==> src/rtl/pooling_pkg.sv <==
// Shared helpers for the streaming max-pool block.
//   MAX_W    : widest lane the compare helper handles; lanes are extended to it.
//   cw()     : counter width for a range 0..n-1, never narrower than one bit.
//   lane_gt(): per-lane "candidate strictly beats current" test. Ties return 0,
//              so the caller keeps the value it already holds.
package pooling_pkg;

  localparam int MAX_W = 64;

  function automatic int cw(input int n);
    return (n <= 1) ? 1 : $clog2(n);
  endfunction

  function automatic logic lane_gt(input logic [MAX_W-1:0] cur,
                                   input logic [MAX_W-1:0] cand,
                                   input logic             is_signed);
    if (is_signed) begin
      return $signed(cand) > $signed(cur);
    end
    return cand > cur;
  endfunction

endpackage

==> src/rtl/maxpool_stream_if.sv <==
// Stream bundle for maxpool_stream.
//   in_valid/in_ready/in_data            : pixel stream into the pooler
//   out_valid/out_ready/out_data/out_last: pooled pixel stream out
// master = the side that feeds pixels and consumes results; slave = pooler.
interface maxpool_stream_if #(
  parameter int DATA_W   = 8,
  parameter int CHANNELS = 4
);
  logic                       in_valid;
  logic                       in_ready;
  logic [CHANNELS*DATA_W-1:0] in_data;
  logic                       out_valid;
  logic                       out_ready;
  logic [CHANNELS*DATA_W-1:0] out_data;
  logic                       out_last;

  modport master (
    output in_valid, in_data, out_ready,
    input  in_ready, out_valid, out_data, out_last
  );

  modport slave (
    input  in_valid, in_data, out_ready,
    output in_ready, out_valid, out_data, out_last
  );
endinterface

==> src/rtl/pool_max_lane.sv <==
// One channel lane of the pooler: 2-input compare-select.
//   cur     : value already held (wins ties)
//   cand    : incoming value, selected only when strictly greater
//   max_val : selected value, DATA_W bits (no width growth)
// SIGNED != 0 compares as two's complement, otherwise unsigned.
module pool_max_lane
  import pooling_pkg::*;
#(
  parameter int DATA_W = 8,
  parameter int SIGNED = 1
) (
  input  logic [DATA_W-1:0] cur,
  input  logic [DATA_W-1:0] cand,
  output logic [DATA_W-1:0] max_val
);

  if (DATA_W > MAX_W) begin : g_width_chk
    $error("pool_max_lane: DATA_W exceeds MAX_W");
  end

  logic [MAX_W-1:0] cur_ext;
  logic [MAX_W-1:0] cand_ext;

  // Extend to the helper width so the compare sees the lane's true sign.
  if (SIGNED != 0) begin : g_signed
    assign cur_ext  = MAX_W'($signed(cur));
    assign cand_ext = MAX_W'($signed(cand));
  end else begin : g_unsigned
    assign cur_ext  = MAX_W'(cur);
    assign cand_ext = MAX_W'(cand);
  end

  assign max_val = lane_gt(cur_ext, cand_ext, SIGNED != 0) ? cand : cur;

endmodule

==> src/rtl/maxpool_stream.sv <==
// Streaming POOL_K x POOL_K, stride POOL_K max-pooling unit.
// Pixels arrive in raster order, all channels per beat; one pooled pixel
// leaves per completed window, one cycle after its last pixel is accepted.
//   clk, rst_n : clock, asynchronous active-low reset
//   bus        : slave side of maxpool_stream_if (in_* pixels, out_* results)
// Horizontal maxima of a window row go through hacc; per-window partial
// results of earlier window rows live in a row buffer indexed by ox.
module maxpool_stream
  import pooling_pkg::*;
#(
  parameter int DATA_W   = 8,
  parameter int CHANNELS = 4,
  parameter int POOL_K   = 2,
  parameter int IMG_W    = 28,
  parameter int IMG_H    = 28,
  parameter int SIGNED   = 1
) (
  input  logic            clk,
  input  logic            rst_n,
  maxpool_stream_if.slave bus
);

  localparam int OUT_W = IMG_W / POOL_K;
  localparam int OUT_H = IMG_H / POOL_K;
  localparam int LW    = CHANNELS * DATA_W;
  localparam int KW    = cw(POOL_K);
  localparam int OXW   = cw(OUT_W);
  localparam int OYW   = cw(OUT_H);

  if (POOL_K < 2) begin : g_k_chk
    $error("maxpool_stream: POOL_K must be at least 2");
  end
  if (IMG_W % POOL_K != 0) begin : g_w_chk
    $error("maxpool_stream: IMG_W must be divisible by POOL_K");
  end
  if (IMG_H % POOL_K != 0) begin : g_h_chk
    $error("maxpool_stream: IMG_H must be divisible by POOL_K");
  end

  logic [KW-1:0]  kx_reg, kx_next;
  logic [OXW-1:0] ox_reg, ox_next;
  logic [KW-1:0]  ky_reg, ky_next;
  logic [OYW-1:0] oy_reg, oy_next;

  logic [LW-1:0] hacc_reg;
  logic [LW-1:0] rowbuf [OUT_W];
  logic [LW-1:0] rowbuf_rd;
  logic [LW-1:0] h_data;   // max(hacc, pixel): row maximum once kx is last
  logic [LW-1:0] v_data;   // max(rowbuf[ox], h): window maximum so far

  logic          out_valid_reg;
  logic [LW-1:0] out_data_reg;
  logic          out_last_reg;

  logic accept;
  logic kx_last, ox_last, ky_last, oy_last;

  // No skid buffer: a pending result blocks input until it is taken.
  assign bus.in_ready  = !out_valid_reg || bus.out_ready;
  assign accept        = bus.in_valid && bus.in_ready;

  assign bus.out_valid = out_valid_reg;
  assign bus.out_data  = out_data_reg;
  assign bus.out_last  = out_last_reg;

  assign kx_last = (kx_reg == KW'(POOL_K - 1));
  assign ox_last = (ox_reg == OXW'(OUT_W - 1));
  assign ky_last = (ky_reg == KW'(POOL_K - 1));
  assign oy_last = (oy_reg == OYW'(OUT_H - 1));

  assign rowbuf_rd = rowbuf[ox_reg];

  genvar gi;
  generate
    for (gi = 0; gi < CHANNELS; gi++) begin : g_lane
      pool_max_lane #(
        .DATA_W (DATA_W),
        .SIGNED (SIGNED)
      ) u_hmax (
        .cur     (hacc_reg[gi*DATA_W +: DATA_W]),
        .cand    (bus.in_data[gi*DATA_W +: DATA_W]),
        .max_val (h_data[gi*DATA_W +: DATA_W])
      );

      pool_max_lane #(
        .DATA_W (DATA_W),
        .SIGNED (SIGNED)
      ) u_vmax (
        .cur     (rowbuf_rd[gi*DATA_W +: DATA_W]),
        .cand    (h_data[gi*DATA_W +: DATA_W]),
        .max_val (v_data[gi*DATA_W +: DATA_W])
      );
    end
  endgenerate

  // Raster position, wrapping kx -> ox -> ky -> oy; a full wrap starts the
  // next frame with no dead cycle.
  always_comb begin
    kx_next = kx_reg;
    ox_next = ox_reg;
    ky_next = ky_reg;
    oy_next = oy_reg;
    if (accept) begin
      if (kx_last) begin
        kx_next = '0;
        if (ox_last) begin
          ox_next = '0;
          if (ky_last) begin
            ky_next = '0;
            oy_next = oy_last ? '0 : oy_reg + OYW'(1);
          end else begin
            ky_next = ky_reg + KW'(1);
          end
        end else begin
          ox_next = ox_reg + OXW'(1);
        end
      end else begin
        kx_next = kx_reg + KW'(1);
      end
    end
  end

  always_ff @(posedge clk or negedge rst_n) begin
    if (!rst_n) begin
      kx_reg   <= '0;
      ox_reg   <= '0;
      ky_reg   <= '0;
      oy_reg   <= '0;
      hacc_reg <= '0;
    end else begin
      kx_reg <= kx_next;
      ox_reg <= ox_next;
      ky_reg <= ky_next;
      oy_reg <= oy_next;
      if (accept) begin
        hacc_reg <= (kx_reg == '0) ? bus.in_data : h_data;
      end
    end
  end

  // Row buffer needs no reset: the first window row always overwrites it.
  always_ff @(posedge clk) begin
    if (accept && kx_last && !ky_last) begin
      rowbuf[ox_reg] <= (ky_reg == '0) ? h_data : v_data;
    end
  end

  // Output register: a new result may load in the same cycle the old one
  // is handed off; otherwise a handshake simply empties it.
  always_ff @(posedge clk or negedge rst_n) begin
    if (!rst_n) begin
      out_valid_reg <= 1'b0;
      out_data_reg  <= '0;
      out_last_reg  <= 1'b0;
    end else if (accept && kx_last && ky_last) begin
      out_valid_reg <= 1'b1;
      out_data_reg  <= v_data;
      out_last_reg  <= ox_last && oy_last;
    end else if (bus.out_ready) begin
      out_valid_reg <= 1'b0;
    end
  end

endmodule

==> src/flat_wrapper.sv <==
// flat-port wrapper written by rule: the top's interface ports become plain ports
module maxpool_stream_flat import pooling_pkg::*;
#(
  parameter int DATA_W   = 8,
  parameter int CHANNELS = 4,
  parameter int POOL_K   = 2,
  parameter int IMG_W    = 28,
  parameter int IMG_H    = 28,
  parameter int SIGNED   = 1
)
  (clk, rst_n, bus_in_valid, bus_in_data, bus_out_ready, bus_in_ready, bus_out_valid, bus_out_data, bus_out_last);
  maxpool_stream_if #(.DATA_W(DATA_W), .CHANNELS(CHANNELS)) bus_i ();
  input  logic clk;
  input  logic rst_n;
  input wire logic [$bits(bus_i.in_valid)-1:0] bus_in_valid;
  input wire logic [$bits(bus_i.in_data)-1:0] bus_in_data;
  input wire logic [$bits(bus_i.out_ready)-1:0] bus_out_ready;
  output wire logic [$bits(bus_i.in_ready)-1:0] bus_in_ready;
  output wire logic [$bits(bus_i.out_valid)-1:0] bus_out_valid;
  output wire logic [$bits(bus_i.out_data)-1:0] bus_out_data;
  output wire logic [$bits(bus_i.out_last)-1:0] bus_out_last;
  assign bus_i.in_valid = bus_in_valid;
  assign bus_i.in_data = bus_in_data;
  assign bus_i.out_ready = bus_out_ready;
  assign bus_in_ready = bus_i.in_ready;
  assign bus_out_valid = bus_i.out_valid;
  assign bus_out_data = bus_i.out_data;
  assign bus_out_last = bus_i.out_last;
  maxpool_stream #(.DATA_W(DATA_W), .CHANNELS(CHANNELS), .POOL_K(POOL_K), .IMG_W(IMG_W), .IMG_H(IMG_H), .SIGNED(SIGNED)) u_core (.clk(clk), .rst_n(rst_n), .bus(bus_i));
endmodule
==> config.mk <==
export PLATFORM = sky130hd
export DESIGN_NAME = maxpool_stream_flat
export DESIGN_NICKNAME = d
export VERILOG_FILES = /design/src/rtl/pooling_pkg.sv /design/src/rtl/maxpool_stream_if.sv /design/src/rtl/pool_max_lane.sv /design/src/rtl/maxpool_stream.sv /design/src/flat_wrapper.sv
export SDC_FILE = /design/constraint.sdc
export NUM_CORES = 1
export LEC_CHECK = 0
export ABC_AREA = 1
export CORE_UTILIZATION = 30
export CTS_BUF_LIST = sky130_fd_sc_hd__clkbuf_4 sky130_fd_sc_hd__clkbuf_8
export CTS_CLUSTER_DIAMETER = 40
export DETAILED_ROUTE_END_ITERATION = 8
export PLACE_DENSITY = 0.49
export SYNTH_ARGS = -nofsm -noshare
export SYNTH_HDL_FRONTEND = slang
export SYNTH_SLANG_ARGS = --single-unit
==> constraint.sdc <==
create_clock -name clk -period 12 [get_ports clk]
set_input_delay 2.4 -clock clk [delete_from_list [all_inputs] [get_ports clk]]
set_output_delay 2.4 -clock clk [all_outputs]
set_load 0.05 [all_outputs]
==> impl_metrics.csv <==
group,metric,value,unit
status,status,"finished, final reports clean",
sta,hold_viol,0,
floorplanning,start_util,30.44,%
yosys,synth_mux_area_share,0,%
yosys,synth_cells,1963,
cts,cts_root_buf,"clkbuf_8",
route,vias,16020,
cells_and_area,finalNetCount,2187,
yosys,synth_compound_area_share,9.647,%
cts,cts.sinks,524,
route,antenna_left,0,
sta,final.min_clock_period,6272,ps
worst_setup_path,path_common_cell,"nand2_1",
cts,postCtsSetupRepairBufs,0,
worst_setup_path,path_buf_inv,2,
sta,clock.fmax,159.4,MHz
worst_setup_path,critical_path.max_fanout,14,
worst_setup_path,r2r_end,"u_core.rowbuf[5][4]$_DFFE_PP_",
yosys,synth_fa_ha_area_share,3.516,%
yosys,yosysWarnings,0,
yosys,yosys.area_share.simple,15.97,%
min_path,whs_path_depth,2,
worst_setup_path,r2r_cells,20,
sta,rsz0062_at_grt,"false",
cells_and_area,area_growth,16.92,%
cells_and_area,largest_reg_flops,448,
cts,postCtsHoldBufs,0,
global_routing,groute.usage.overall,17.92,%
sta,setup_violations,0,
floorplanning,io-pin-count,71,
yosys,synthTopCellsByArea,"edfxtp_1 59%, nand2_1 9.7%, dfrtp_1 8.4%, a22oi_1 6.4%, ha_1 3.5%",
yosys,synth_top_family_by_area,"simple AND/OR/NAND/NOR gates",
min_path,worstHoldEndpoint,"u_core.bus.out_data[23]$_DFFE_PN0P_",
worst_setup_path,cpMaxStageDelayCell,"a21oi_1",
yosys,seq_area_frac_synth,67.42,%
cells_and_area,layout_commonest_cell,"nand2_1",
floorplanning,core.rowCount,100,
worst_setup_path,crit_type,"in -> reg",
yosys,synth_edf_count,448,
global_routing,grt.overflow.total,0,
worst_setup_path,crit_family,"simple AND/OR/NAND/NOR gates",
placement,place_congestion,0.9022,
sta,slew_headroom,28.12,%
min_path,hold_path_class,"reg -> reg",
cells_and_area,diodes,0,
power_and_ir_drop,p_leak,0.01021,uW
worst_setup_path,cp-end-kind,"flip-flop",
power_and_ir_drop,p_per_area,326.7,nW/um2
yosys,synth_top_area_share,59.07,%
cts,cts_made_buffers,93,
floorplanning,die_h,277.5,um
worst_setup_path,reg2reg_from,"u_core.ox_reg[0]$_DFFE_PN0P_",
worst_setup_path,cp_slowest_stage_delay,540,ps
worst_setup_path,arrival,6660,ps
power_and_ir_drop,irDropWorstVdd,0.1484,mV
route,drcViolationCount,0,
placement,hpwl,40.24,mm
floorplanning,coreArea,74820,um2
floorplanning,dieArea,77020,um2
cells_and_area,fillers,7382,
cts,clockBufferDepth,3,
worst_setup_path,required,12390,ps
sta,final.setup.tns,0,ps
sta,tightest_slew,1076,ps
placement,portBuffers,70,
yosys,yosysUniqueCellTypes,34,
global_routing,grt_pass1_wl,103.3,mm
worst_setup_path,cp-startpoint,"bus_in_data[23]",
yosys,synth_area_per_cell,11.60,um2
yosys,synth_top_area_cell,"edfxtp_1",
yosys,ys.flop_type,"edfxtp_1",
sta,slew_viol_final,0,
cts,clk_transition_reported_paths,60,ps
route,drt_iter0_markers,1208,
cts,cts_tree,"built",
yosys,synth-xor-area-share,0.07691,%
yosys,async_flop_share,14.50,%
global_routing,antenna_found_initial,0,
cts,cts_resized,0,
worst_setup_path,crit_chain,"clkdlybuf4s50_1 > ha_1 > nand2_1 > nor2_1 > nand2_1 > nand3_1 > nand3_1 > nand2_1 > nand2_1 > ha_1 > nand2_1 > o21ai_0 > nand2_1 > nand2_1 > nand2_1 > a21oi_1 > inv_1 > nand2_1 > nand3_1 > nand2_1",
cells_and_area,layout-drive-gt1-share,10.39,%
cts,clkLatencyLatePin,680,ps
worst_setup_path,rrSetupSlack,6310,ps
route,finalWirelength,69.27,mm
worst_setup_path,startpoint_type,"primary input",
route,drtPass1Iterations,5,
yosys,synthesis.area,22770,um2
yosys,synth-seq-cells,524,
cells_and_area,fin_cells,3125,
cts,cts_htree_levels,3,
route,wl_per_cell,22.17,um
placement,dp.cells,2961,
floorplanning,die_x,277.5,um
global_routing,grt_pass1_vias,16200,
min_path,hp-start,"u_core.bus.out_data[23]$_DFFE_PN0P_",
sta,period_share,52.27,%
sta,skew,39.19,ps
flow_run,max_cap_violations,0,
global_routing,grt_max_degree,63,
yosys,synth_fp_nets,2063,
cells_and_area,final_cell_mix,"586 x nand2_1, 448 x edfxtp_1, 193 x a22oi_1",
route,vias_per_cell,5.125,
==> worst min-delay path: cells and delay by family (launching register included) <==
kind             cells  cell delay [ps]
DFF                  1              340
and+or+nand+nor      2              110
==> cells in the mapped netlist, types with 5 or more instances <==
library cell,instances
nor2_2,6
a22oi_1,193
o21bai_1,6
dfrtp_1,76
edfxtp_1,448
clkbuf_1,40
buf_2,22
inv_1,91
nand4_1,39
nand2_1,586
a21oi_1,22
nor3_1,11
buf_1,5
o21ai_1,21
ha_1,64
nand3_1,124
buf_6,8
nor2_1,100
o21ai_0,41
buf_4,5
o211ai_1,24
==> worst max-delay path by stage <==
stage / cells after the start / slack, ps / end
finish: 20 / 5730 / u_core.rowbuf[3][16]$_DFFE_PP_
global route: 20 / 5280 / u_core.rowbuf[3][16]$_DFFE_PP_
global placement: 20 / 5240 / u_core.rowbuf[8][3]$_DFFE_PP_
floorplan: 6 / 6210 / u_core.rowbuf[10][0]$_DFFE_PP_
CTS: 4 / 5790 / bus_in_ready
detailed placement: 20 / 5140 / u_core.rowbuf[1][4]$_DFFE_PP_
==> final cells by class <==
class | count | area, um2 | share of cell area (%)
inverters | 96 | 360.3 | 1.353
repair buffers | 109 | 991.0 | 3.722
clock buffers | 119 | 1488 | 5.587
flip-flops and latches | 524 | 15350 | 57.67
clock inverters | 45 | 440.4 | 1.654
well taps | 969 | 1212 | 4.553
multi-input cells | 1263 | 6780 | 25.46
==> routing by layer <==
layer,wire [um],up-vias,global-route usage [%]
met5,0,-,0
met3,3345,123,2.737
met1,31050,8092,23.89
met2,32870,452,29.59
li1,-,7348,-
met4,1999,0,6.211
==> power breakdown <==
group,internal [uW],switching [uW]
registers,2850,109
logic,1010,3000
clock network,985,750
==> through the flow <==
stage | worst slack, ps | total power [uW] | util, % | area [um2] | hold slack, ps
finish | 5728 | 8700 | 35.59 | 26630 | 482.0
global route | 5278 | 9278 | 35.59 | 26630 | 507.0
CTS | 5787 | 8748 | 35.59 | 26630 | 486.3
detailed placement | 5144 | 6991 | 33.01 | 24700 | 473.5
global placement | 5236 | 6932 | 33.01 | 24700 | 469.7
floorplan | 6209 | 5599 | - | 22770 | 484.6
==> logic make-up after synthesis <==
family,count (synthesis)
compound gates,319
fa+ha+maj,64
flops,524
buf+inv,176
simple gates,878
xor+xnor,2
Power figures use the tool's default switching activity.
